==> src/rtl/minisrc_pkg.sv <==
// minisrc_pkg
// Shared definitions for the Mini SRC control unit:
//   - state_t     : controller states (RST, T0..T7, HALT)
//   - OP_*        : 5-bit opcode constants found in IR[31:27]
//   - op_class_t  : one-hot instruction-class flags produced by op_decode
//   - last_step() : final timing step of each instruction class
package minisrc_pkg;

    // T0..T7 are kept contiguous so the sequencer can advance by +1.
    typedef enum logic [3:0] {
        ST_RST  = 4'd0,
        ST_T0   = 4'd1,
        ST_T1   = 4'd2,
        ST_T2   = 4'd3,
        ST_T3   = 4'd4,
        ST_T4   = 4'd5,
        ST_T5   = 4'd6,
        ST_T6   = 4'd7,
        ST_T7   = 4'd8,
        ST_HALT = 4'd9
    } state_t;

    localparam logic [4:0] OP_LD   = 5'b00000;
    localparam logic [4:0] OP_LDI  = 5'b00001;
    localparam logic [4:0] OP_ST   = 5'b00010;
    localparam logic [4:0] OP_ADD  = 5'b00011;
    localparam logic [4:0] OP_SUB  = 5'b00100;
    localparam logic [4:0] OP_AND  = 5'b00101;
    localparam logic [4:0] OP_OR   = 5'b00110;
    localparam logic [4:0] OP_ROR  = 5'b00111;
    localparam logic [4:0] OP_ROL  = 5'b01000;
    localparam logic [4:0] OP_SHR  = 5'b01001;
    localparam logic [4:0] OP_SHRA = 5'b01010;
    localparam logic [4:0] OP_SHL  = 5'b01011;
    localparam logic [4:0] OP_ADDI = 5'b01100;
    localparam logic [4:0] OP_ANDI = 5'b01101;
    localparam logic [4:0] OP_ORI  = 5'b01110;
    localparam logic [4:0] OP_DIV  = 5'b01111;
    localparam logic [4:0] OP_MUL  = 5'b10000;
    localparam logic [4:0] OP_NEG  = 5'b10001;
    localparam logic [4:0] OP_NOT  = 5'b10010;
    localparam logic [4:0] OP_BR   = 5'b10011;
    localparam logic [4:0] OP_JR   = 5'b10100;
    localparam logic [4:0] OP_JAL  = 5'b10101;
    localparam logic [4:0] OP_IN   = 5'b10110;
    localparam logic [4:0] OP_OUT  = 5'b10111;
    localparam logic [4:0] OP_MFHI = 5'b11000;
    localparam logic [4:0] OP_MFLO = 5'b11001;
    localparam logic [4:0] OP_NOP  = 5'b11010;
    localparam logic [4:0] OP_HALT = 5'b11011;

    // Exactly one flag is set for any opcode; undefined opcodes map to nop.
    typedef struct packed {
        logic ld;
        logic ldi;
        logic st;
        logic alu_rr;
        logic alu_imm;
        logic mul_div;
        logic neg_not;
        logic br;
        logic jr;
        logic jal;
        logic in_port;
        logic out_port;
        logic mfhi;
        logic mflo;
        logic halt;
        logic nop;
    } op_class_t;

    // Step after which the instruction is complete (nop/halt end after fetch).
    function automatic state_t last_step(input op_class_t c);
        state_t s;
        if (c.ld)
            s = ST_T7;
        else if (c.st || c.mul_div || c.br)
            s = ST_T6;
        else if (c.alu_rr || c.alu_imm || c.ldi)
            s = ST_T5;
        else if (c.neg_not || c.jal)
            s = ST_T4;
        else if (c.jr || c.in_port || c.out_port || c.mfhi || c.mflo)
            s = ST_T3;
        else
            s = ST_T2;
        return s;
    endfunction

endpackage

==> src/rtl/op_decode.sv <==
// op_decode
// Maps the 5-bit opcode to one-hot instruction-class flags.
// Ports:
//   opcode   in  5   IR[31:27]
//   op_class out     op_class_t, exactly one flag set
module op_decode
    import minisrc_pkg::*;
(
    input  logic [4:0] opcode,
    output op_class_t  op_class
);

    always_comb begin
        op_class = '0;
        case (opcode)
            OP_LD:   op_class.ld = 1'b1;
            OP_LDI:  op_class.ldi = 1'b1;
            OP_ST:   op_class.st = 1'b1;
            OP_ADD, OP_SUB, OP_AND, OP_OR, OP_ROR, OP_ROL,
            OP_SHR, OP_SHRA, OP_SHL:
                     op_class.alu_rr = 1'b1;
            OP_ADDI, OP_ANDI, OP_ORI:
                     op_class.alu_imm = 1'b1;
            OP_DIV, OP_MUL:
                     op_class.mul_div = 1'b1;
            OP_NEG, OP_NOT:
                     op_class.neg_not = 1'b1;
            OP_BR:   op_class.br = 1'b1;
            OP_JR:   op_class.jr = 1'b1;
            OP_JAL:  op_class.jal = 1'b1;
            OP_IN:   op_class.in_port = 1'b1;
            OP_OUT:  op_class.out_port = 1'b1;
            OP_MFHI: op_class.mfhi = 1'b1;
            OP_MFLO: op_class.mflo = 1'b1;
            OP_HALT: op_class.halt = 1'b1;
            default: op_class.nop = 1'b1;
        endcase
    end

endmodule

==> src/rtl/control_unit.sv <==
// control_unit
// Hardwired Mini SRC sequencer: fetch T0..T2, execute T3..T7, HALT.
// Ports:
//   Clock, Clear (async active-low), IR[31:0], BranchOut, Stop  inputs
//   Run                            1 while executing
//   PCout..Rout                    bus-driver selects (at most one active)
//   PCin..OutPortIn                register load enables
//   Gra, Grb, Grc                  register-field selects
//   Read, Write, IncPC             memory strobes / PC increment
//   ADD..NOT                       ALU operation strobes
// All outputs decode combinationally from the registered state and opcode.
module control_unit
    import minisrc_pkg::*;
(
    input  logic        Clock,
    input  logic        Clear,
    input  logic [31:0] IR,
    input  logic        BranchOut,
    input  logic        Stop,
    output logic        Run,
    output logic        PCout, Zlowout, Zhighout, MDRout, LOout, HIout,
    output logic        InPortout, Cout, BAout, Rout,
    output logic        PCin, IRin, MARin, MDRin, Yin, Zin, LOin, HIin,
    output logic        Rin, CONin, OutPortIn,
    output logic        Gra, Grb, Grc,
    output logic        Read, Write, IncPC,
    output logic        ADD, SUB, AND, OR, SHR, SHRA, SHL, ROR, ROL,
    output logic        MUL, DIV, NEG, NOT
);

    state_t     state;
    state_t     next_state;
    op_class_t  op_class;
    logic [4:0] opcode;
    logic       op_strobe;
    logic       unused_ir;

    assign opcode    = IR[31:27];
    assign unused_ir = ^IR[26:0];

    op_decode u_op_decode (
        .opcode   (opcode),
        .op_class (op_class)
    );

    // Stop is only consulted on the edge leaving an instruction's final
    // step; halt always parks the machine once fetch completes.
    always_comb begin
        next_state = state;
        case (state)
            ST_RST:  next_state = ST_T0;
            ST_HALT: next_state = ST_HALT;
            default: begin
                if (state == last_step(op_class))
                    next_state = (op_class.halt || Stop) ? ST_HALT : ST_T0;
                else
                    next_state = state_t'(state + 4'd1);
            end
        endcase
    end

    always_ff @(posedge Clock or negedge Clear) begin
        if (!Clear)
            state <= ST_RST;
        else
            state <= next_state;
    end

    assign Run = (state != ST_RST) && (state != ST_HALT);

    // op_strobe marks the step in which the instruction's own ALU operation
    // fires; the opcode then selects which strobe is raised.
    always_comb begin
        {PCout, Zlowout, Zhighout, MDRout, LOout, HIout, InPortout, Cout,
         BAout, Rout, PCin, IRin, MARin, MDRin, Yin, Zin, LOin, HIin, Rin,
         CONin, OutPortIn, Gra, Grb, Grc, Read, Write, IncPC, ADD, SUB, AND,
         OR, SHR, SHRA, SHL, ROR, ROL, MUL, DIV, NEG, NOT} = '0;
        op_strobe = 1'b0;
        case (state)
            ST_T0: begin PCout = 1'b1; MARin = 1'b1; IncPC = 1'b1; Zin = 1'b1; end
            ST_T1: begin Zlowout = 1'b1; PCin = 1'b1; Read = 1'b1; MDRin = 1'b1; end
            ST_T2: begin MDRout = 1'b1; IRin = 1'b1; end
            ST_T3: begin
                if (op_class.alu_rr || op_class.alu_imm) begin
                    Grb = 1'b1; Rout = 1'b1; Yin = 1'b1;
                end else if (op_class.ldi || op_class.ld || op_class.st) begin
                    Grb = 1'b1; BAout = 1'b1; Yin = 1'b1;
                end else if (op_class.mul_div) begin
                    Gra = 1'b1; Rout = 1'b1; Yin = 1'b1;
                end else if (op_class.neg_not) begin
                    Grb = 1'b1; Rout = 1'b1; op_strobe = 1'b1; Zin = 1'b1;
                end else if (op_class.br) begin
                    Gra = 1'b1; Rout = 1'b1; CONin = 1'b1;
                end else if (op_class.jr) begin
                    Gra = 1'b1; Rout = 1'b1; PCin = 1'b1;
                end else if (op_class.jal) begin
                    PCout = 1'b1; Grb = 1'b1; Rin = 1'b1;
                end else if (op_class.in_port) begin
                    InPortout = 1'b1; Gra = 1'b1; Rin = 1'b1;
                end else if (op_class.out_port) begin
                    Gra = 1'b1; Rout = 1'b1; OutPortIn = 1'b1;
                end else if (op_class.mfhi) begin
                    HIout = 1'b1; Gra = 1'b1; Rin = 1'b1;
                end else if (op_class.mflo) begin
                    LOout = 1'b1; Gra = 1'b1; Rin = 1'b1;
                end
            end
            ST_T4: begin
                if (op_class.alu_rr) begin
                    Grc = 1'b1; Rout = 1'b1; op_strobe = 1'b1; Zin = 1'b1;
                end else if (op_class.alu_imm) begin
                    Cout = 1'b1; op_strobe = 1'b1; Zin = 1'b1;
                end else if (op_class.ldi || op_class.ld || op_class.st) begin
                    Cout = 1'b1; ADD = 1'b1; Zin = 1'b1;
                end else if (op_class.mul_div) begin
                    Grb = 1'b1; Rout = 1'b1; op_strobe = 1'b1; Zin = 1'b1;
                end else if (op_class.neg_not) begin
                    Zlowout = 1'b1; Gra = 1'b1; Rin = 1'b1;
                end else if (op_class.br) begin
                    PCout = 1'b1; Yin = 1'b1;
                end else if (op_class.jal) begin
                    Gra = 1'b1; Rout = 1'b1; PCin = 1'b1;
                end
            end
            ST_T5: begin
                if (op_class.alu_rr || op_class.alu_imm || op_class.ldi) begin
                    Zlowout = 1'b1; Gra = 1'b1; Rin = 1'b1;
                end else if (op_class.ld || op_class.st) begin
                    Zlowout = 1'b1; MARin = 1'b1;
                end else if (op_class.mul_div) begin
                    Zlowout = 1'b1; LOin = 1'b1;
                end else if (op_class.br) begin
                    Cout = 1'b1; ADD = 1'b1; Zin = 1'b1;
                end
            end
            ST_T6: begin
                if (op_class.ld) begin
                    Read = 1'b1; MDRin = 1'b1;
                end else if (op_class.st) begin
                    Gra = 1'b1; Rout = 1'b1; Write = 1'b1;
                end else if (op_class.mul_div) begin
                    Zhighout = 1'b1; HIin = 1'b1;
                end else if (op_class.br) begin
                    Zlowout = 1'b1; PCin = BranchOut;
                end
            end
            ST_T7: begin
                if (op_class.ld) begin
                    MDRout = 1'b1; Gra = 1'b1; Rin = 1'b1;
                end
            end
            default: ;
        endcase
        if (op_strobe) begin
            case (opcode)
                OP_ADD, OP_ADDI: ADD  = 1'b1;
                OP_SUB:          SUB  = 1'b1;
                OP_AND, OP_ANDI: AND  = 1'b1;
                OP_OR, OP_ORI:   OR   = 1'b1;
                OP_SHR:          SHR  = 1'b1;
                OP_SHRA:         SHRA = 1'b1;
                OP_SHL:          SHL  = 1'b1;
                OP_ROR:          ROR  = 1'b1;
                OP_ROL:          ROL  = 1'b1;
                OP_MUL:          MUL  = 1'b1;
                OP_DIV:          DIV  = 1'b1;
                OP_NEG:          NEG  = 1'b1;
                OP_NOT:          NOT  = 1'b1;
                default: ;
            endcase
        end
    end

endmodule

==> config.mk <==
export PLATFORM = sky130hd
export DESIGN_NAME = control_unit
export DESIGN_NICKNAME = d
export VERILOG_FILES = /design/src/rtl/minisrc_pkg.sv /design/src/rtl/op_decode.sv /design/src/rtl/control_unit.sv
export SDC_FILE = /design/constraint.sdc
export NUM_CORES = 1
export LEC_CHECK = 0
export BUFFER_PORTS_ARGS = -buffer_cell sky130_fd_sc_hd__buf_2
export CAP_MARGIN = 10
export CORE_MARGIN = 1.5
export CORE_UTILIZATION = 44
export DETAILED_ROUTE_END_ITERATION = 10
export HOLD_SLACK_MARGIN = 0.02
export PLACE_DENSITY = 0.82
export SYNTH_ARGS = -nofsm -noshare
export SYNTH_HDL_FRONTEND = slang
export SYNTH_SLANG_ARGS = --single-unit
==> constraint.sdc <==
create_clock -name Clock -period 2.76 [get_ports Clock]
set_clock_uncertainty 0.1 [all_clocks]
set_input_delay 0.69 -clock Clock [delete_from_list [all_inputs] [get_ports Clock]]
set_output_delay 0.69 -clock Clock [all_outputs]
set_load 0.005 [all_outputs]
==> impl_metrics.ini, run 1 <==
[global_routing]
globalRouteOverflowTotal = 0
grt_antenna_before_repair = 0
grt.total_usage_pct = 27.6
grtUsageMet2_pct = 45.7
first_global_vias = 1548
grt_pass1_wl_mm = 7.17
groute.layer.met1.usage_pct = 39.0
grt_start_max_net_pins = 17
global_route.usage.met3_pct = 1.15
gr-max-usage-layer = met2

[sta]
timing.final.setup_violations = 1
max_freq_mhz = 362
setup_slack_ns = -0.00489
maxSlewHeadroom_pct = 74.3
layout_min_cycle_time_ns = 2.76
finalHoldViolations = 0
worst_pin_slew_ns = 0.386
fin_crit_sh_pct = 100
finalMaxSlewViolations = 0
setup_repair_after_global_routing_missed_its_margin = true

[placement]
port_buffers = 49
dpl_worst_slack_ns = -0.0688
dpl_wire_length_mm = 3.57
numPlacedInstances = 305
gpl_congestion = 0.956

[power_and_ir_drop]
finalPower_mw = 0.264
worst_ir_drop_vdd_mv = 0.238
static-leakage-power_nw = 0.914
powerDensity_nw_per_um2 = 145

[die]
floorplan.initialDensity_pct = 46.2
die_area_um2 = 3200
design.core.area_um2 = 2730
die_h_um = 56.6
die-width_um = 56.6
io_pins = 77
placement_rows = 19

[finish]
layoutNonFillerInstCount = 311
largest_reg_flops = 4
insertedDiodeCount = 0
layout-drive-gt1-share_pct = 41.4
fillers = 242
multi_input_gate_area_um2 = 1060
regMostFlops = state
finalCoreUtilization_pct = 66.7
area_occupied_by_registers_um2 = 101
largestRegisters = state (4)
fin_nets = 322
synthToLayoutAreaGrowth_pct = 44.4

[critical_path]
crit_path_frequent_cell = buf_4
timing.critical_path.required_ns = 1.97
critical_path_arrival_ns = 1.97
timing.critical_path.fanout_max = 4
worstPathBufferInverterCount = 4
worst_setup_path_start_kind = input pin
path_delay_family = simple AND/OR/NAND/NOR gates
timing.critical_path.slowest_stage_cell = or3_4
worst_path_largest_cell_delay_ns = 0.40
cp-end-kind = primary output
critical_setup_path_kind = input pin to primary output
timing.critical_path.cells = buf_6 -> or3_4 -> buf_4 -> nor3_1 -> buf_4 -> nor3_2 -> o21ai_1 -> buf_2

[synthesis]
synth_seq_cells = 4
ys.flop_type = dfrtp_1
synth-async-reset-ratio_pct = 100
syn_area_cell_um2 = 6.10
netlist.top_cell.by_area = nor2_1
synthesis.instances = 207
synthMostInstantiatedCell = nor2_1
syn-cell-area_um2 = 1260
yosysUniqueCellTypes = 48
post_synthesis_net_count = 247
synth.top_cell.area_share_pct = 10.7
synth.yosys.seq_area_share_pct = 7.92
number_of_warning_messages_in_the_yosys_log = 0
netlist_top_cells_count = nor2_1 (36), nand2_1 (25), a21oi_1 (12)
synth_edf_count = 0
synth_top_cells_by_area = nor2_1 (11%), dfrtp_1 (7.9%), nand2_1 (7.4%)

[clocking]
tritoncts = done
ctsRootBufferMaster = clkbuf_4
clock_path_buffers = 2
inserted_clock_buffers = 3
clock_sinks = 4
clkTransAtPathRegs_ns = 0.04
clock_latency_ns = 0.24
ctsHtreeMaxLevel = 1

[routing]
route.detailed.wl_per_inst_um = 14.8
drt.antenna.violating_nets = 0
drcViolationCount = 0
detail_route.wirelength_mm = 4.60
num_vias = 1837
drt-initial-drc-count = 138
routed_via_density = 5.91
drt_pre_antenna_iters = 5

[hold_path]
hold_path.class = input pin to async pin

[status]
failed_checks = negative setup slack
status = finished, violations left

[job]
max-cap-violations = 0
==> through the flow <==
step	instance area, um^2	TNS (ns)	hold slack (ns)
after floorplan	1260	0	0.294
after global placement	1740	-0.0727	0.394
after detailed placement	1740	-0.135	0.398
after CTS	1780	0	0.138
after global routing	1820	-0.131	0.137
final	1820	-0.00489	0.140
==> worst paths after layout <==
check / start / to / slack (ns) / cells past startpoint
worst max-delay path: IR[29] / Gra / -0.005 / 8
max in group asynchronous: Clear / state[0] / 2.29 / 1
worst max register to register: state[0] / state[1] / 0.90 / 7
min in group Clock: state[0] / state[0] / 0.51 / 2
worst min-delay path: Clear / state[0] / 0.14 / 1
worst min register to register: state[0] / state[0] / 0.51 / 2
==> kinds of logic after synthesis <==
logic type | count (synthesis) | synth area share (%)
AOI/OAI and AO/OA | 54 | 30.7
xor gates and xnor gates | 2 | 1.98
adders and majority gates | 4 | 3.96
buffers and inverters | 29 | 10.6
DFF | 4 | 7.92
muxes | 1 | 0.792
and+or+nand+nor | 113 | 44.1
==> routing by layer <==
layer,part of all wire (%),vias to the layer above
met5,0,-
met4,1.7,0
met3,9.1,11
met2,48,103
met1,41,842
li1,-,881
==> cell usage in the layout, fill, tap and decap left out, types with 4 or more instances in the layout <==
| master | count |
|---|---|
| buf_2 | 48 |
| buf_4 | 40 |
| nor2_1 | 34 |
| nand2_1 | 25 |
| a21oi_1 | 12 |
| nand3_1 | 11 |
| nor3_1 | 8 |
| nor2b_1 | 7 |
| o22ai_1 | 6 |
| inv_1 | 5 |
| a31oi_1 | 5 |
| a21o_1 | 5 |
| o21ai_0 | 4 |
| o21ai_1 | 4 |
| and2_1 | 4 |
==> area by class of cell <==
type / count / share of cell area, %
clock buffer: 3 / 1.23
inverter: 8 / 1.65
multi-input combinational: 174 / 58.0
sequential: 4 / 5.56
tap: 31 / 2.13
timing repair buffer: 91 / 31.5
==> power breakdown <==
part	switching, mW	internal, mW
combinational	0.0757	0.0523
sequential	0	0.0589
clock	0.0284	0.0489
total	0.104	0.160
==> what timing repair did <==
item,CTS,global route
pin swaps,2,5
setup buffers,1,2
hold buffers,0,0
resized for setup,3,17
endpoints found under the setup margin,4,8
endpoints found under the hold margin,0,0
(Power assumes the default switching activity.)
==> inputs of run 2 (changes only) <==
--- a/config.mk
+++ b/config.mk
@@ -5,13 +5,14 @@
 export SDC_FILE = /design/constraint.sdc
 export NUM_CORES = 1
 export LEC_CHECK = 0
+export ABC_AREA = 1
 export BUFFER_PORTS_ARGS = -buffer_cell sky130_fd_sc_hd__buf_2
 export CAP_MARGIN = 10
 export CORE_MARGIN = 1.5
-export CORE_UTILIZATION = 44
+export CORE_UTILIZATION = 42
 export DETAILED_ROUTE_END_ITERATION = 10
 export HOLD_SLACK_MARGIN = 0.02
-export PLACE_DENSITY = 0.82
+export PLACE_DENSITY = 0.81
 export SYNTH_ARGS = -nofsm -noshare
 export SYNTH_HDL_FRONTEND = slang
 export SYNTH_SLANG_ARGS = --single-unit
==> impl_metrics.ini, run 2 <==
[status]
status = finished, violations left
failed_checks = negative setup slack

[finish]
largest_reg_flops = 4
insertedDiodeCount = 0
finalCoreUtilization_pct = 89.4
largestRegisters = state (4)
synthToLayoutAreaGrowth_pct = 101
mostFrequentLayoutCells = buf_4 (64), buf_2 (44), nor2_1 (40)
regMostFlops = state
fin_nets = 376
layoutNonFillerInstCount = 364
layout-drive-gt1-share_pct = 53.9
layout_commonest_cell = buf_4

[global_routing]
grt.total_usage_pct = 37.6
grt_pass1_wl_mm = 8.10
grt_start_max_net_pins = 9
first_global_vias = 1802
grt_antenna_before_repair = 0
globalRouteOverflowTotal = 0

[synthesis]
synth_top_cells_by_area = nor2_1 (18%), nand2_1 (13%), inv_1 (13%)
synthMostInstantiatedCell = nor2_1
synthesis.instances = 218
number_of_warning_messages_in_the_yosys_log = 0
synth_edf_count = 0
post_synthesis_net_count = 258
ys.flop_type = dfrtp_1
synth_seq_cells = 4
syn_area_cell_um2 = 5.07
synth.top_cell.area_share_pct = 17.7
yosysUniqueCellTypes = 26
netlist.top_cell.by_area = nor2_1
synth.yosys.seq_area_share_pct = 9.06
netlist_top_cells_count = nor2_1 (52), nand2_1 (38), inv_1 (37)
syn-cell-area_um2 = 1100
synth-async-reset-ratio_pct = 100

[sta]
worst_pin_slew_ns = 0.461
fin_crit_sh_pct = 105
timing.final.setup_violations = 24
finalHoldViolations = 0
layout_min_cycle_time_ns = 2.91
maxSlewHeadroom_pct = 69.0
setup_repair_after_global_routing_missed_its_margin = true
worst_hold_slack_after_final_layout_ns = 0.139
max_freq_mhz = 344
finalMaxSlewViolations = 0
setup_slack_ns = -0.146

[power_and_ir_drop]
internal-power_mw = 0.460
power.share.combinational_pct = 79.5
p_sw_share_pct = 55.4
power.net_switching_mw = 0.571
powerDensity_nw_per_um2 = 465
worst_ir_drop_vdd_mv = 0.693
seqPwrFrac_pct = 12.8
static-leakage-power_nw = 1.21
clockPowerShare_pct = 7.7

[die]
die-width_um = 54.3
floorplan.initialDensity_pct = 44.6
placement_rows = 18
io_pins = 77
die_h_um = 54.3
die_area_um2 = 2950
design.core.area_um2 = 2480

[critical_path]
timing.critical_path.slowest_stage_cell = nor4_4
critical_setup_path_kind = input pin to primary output
cp-end-kind = primary output
timing.critical_path.required_ns = 1.97
worst_path_largest_cell_delay_ns = 0.22
critical_path_arrival_ns = 2.12
timing.critical_path.fanout_max = 5
worst_setup_path_start_kind = input pin
timing.critical_path.cells = buf_8 -> nand2_4 -> nor2_4 -> inv_1 -> nor2_2 -> nor2_2 -> inv_2 -> o21ai_2 -> nand2_2 -> inv_2 -> nor4_4 -> buf_2
worstPathBufferInverterCount = 5
path_delay_family = simple AND/OR/NAND/NOR gates

[placement]
numPlacedInstances = 343
gpl_congestion = 0.929
dpl_worst_slack_ns = -0.208
port_buffers = 49
dpl_wire_length_mm = 3.22

[hold_path]
hold_path.class = input pin to async pin

[clocking]
ctsRootBufferMaster = clkbuf_4
clkTransAtPathRegs_ns = 0.04
clock_sinks = 4
tritoncts = done
clock_latency_ns = 0.25
clock_path_buffers = 2
inserted_clock_buffers = 3
ctsHtreeMaxLevel = 1

[routing]
num_vias = 2222
drt-initial-drc-count = 238
drcViolationCount = 0
routed_via_density = 6.10
detail_route.wirelength_mm = 6.81
drt_pre_antenna_iters = 5
drt.antenna.violating_nets = 0
route.detailed.wl_per_inst_um = 18.7

[job]
max-cap-violations = 0
## run 2: changes by cell type after synthesis, sizes merged, moves of 5 or more
cell	previous run	this run
nor2b	8	0
a21oi	13	5
clkbuf	7	0
inv	8	40
and2	6	0
nor2	37	58
nand3	11	25
o22ai	6	1
a21o	5	0
buf	14	5
nand2	25	39
## run 2: cells by family (layout without fill, tap and decap cells)
kind of cell	count (synthesis)	after routing	synth area share (%)
fa+ha+maj	4	4	4.53
flops	4	4	9.06
buf+inv	45	161	16.5
xor+xnor	3	3	2.38
compound gates	21	21	11.1
simple gates	141	141	56.4
## run 2: worst paths after layout
path / start / to / slack [ns] / depth (start not counted)
setup / recovery: IR[28] / SUB / -0.15 / 12
hold / removal: Clear / state[0] / 0.14 / 1
setup reg to reg: state[0] / state[3] / 1.03 / 7
hold reg to reg: state[0] / state[0] / 0.55 / 2
max in group asynchronous: Clear / state[1] / 2.29 / 1
min in group Clock: state[0] / state[0] / 0.55 / 2
## run 2: worst register-to-register path, cell delays in order (launching register included)
cell and delay [ns]:
dfrtp_1 0.38, inv_1 0.13, ha_1 0.18, inv_1 0.09, o21ai_0 0.39, inv_1 0.16
nand3_1 0.13, nand2_1 0.06
## run 2: layout make-up
cell class              instances  area (um^2)
repair buffers                117          818
repair inverters                1         7.51
multi-input cells             169         1060
clock buffers                   3         22.5
inverters                      40          165
well taps                      30         37.5
flip-flops and latches          4          101
fillers                       132          262
## run 2: timing repair
item | in CTS | in global routing
setup endpoints to repair | 23 | 29
hold buffers | 0 | 0
gates resized for setup | 61 | 35
cloned | 1 | 0
pin swaps | 19 | 8
buffers inserted | 12 | 5
## run 2: metrics by stage
step	power [mW]	setup TNS (ns)	instance area [um^2]
3_3_place_gp	0.723	-1.76	1740
2_1_floorplan	0.517	0	1100
5_1_grt	1.09	-3.63	2220
4_1_cts	0.881	-0.0544	2050
6_report	1.03	-1.89	2220
3_5_place_dp	0.743	-2.18	1740
## run 2: metal layers
metal | track usage (%) | share of wire [%] | vias to the layer above
li1 | - | - | 935
met1 | 42.5 | 33 | 975
met3 | 7.38 | 11 | 78
met5 | 0 | 0 | -
met2 | 68.3 | 46 | 234
met4 | 15.4 | 9.2 | 0
## run 2: power by group through the flow
stage	Sequential [mW]	Combinational [mW]	Clock, mW
floorplan	0.120	0.397	0
global placement	0.127	0.596	0
detailed placement	0.127	0.616	0
CTS	0.127	0.675	0.0788
global route	0.134	0.870	0.0881
finish	0.132	0.820	0.0789
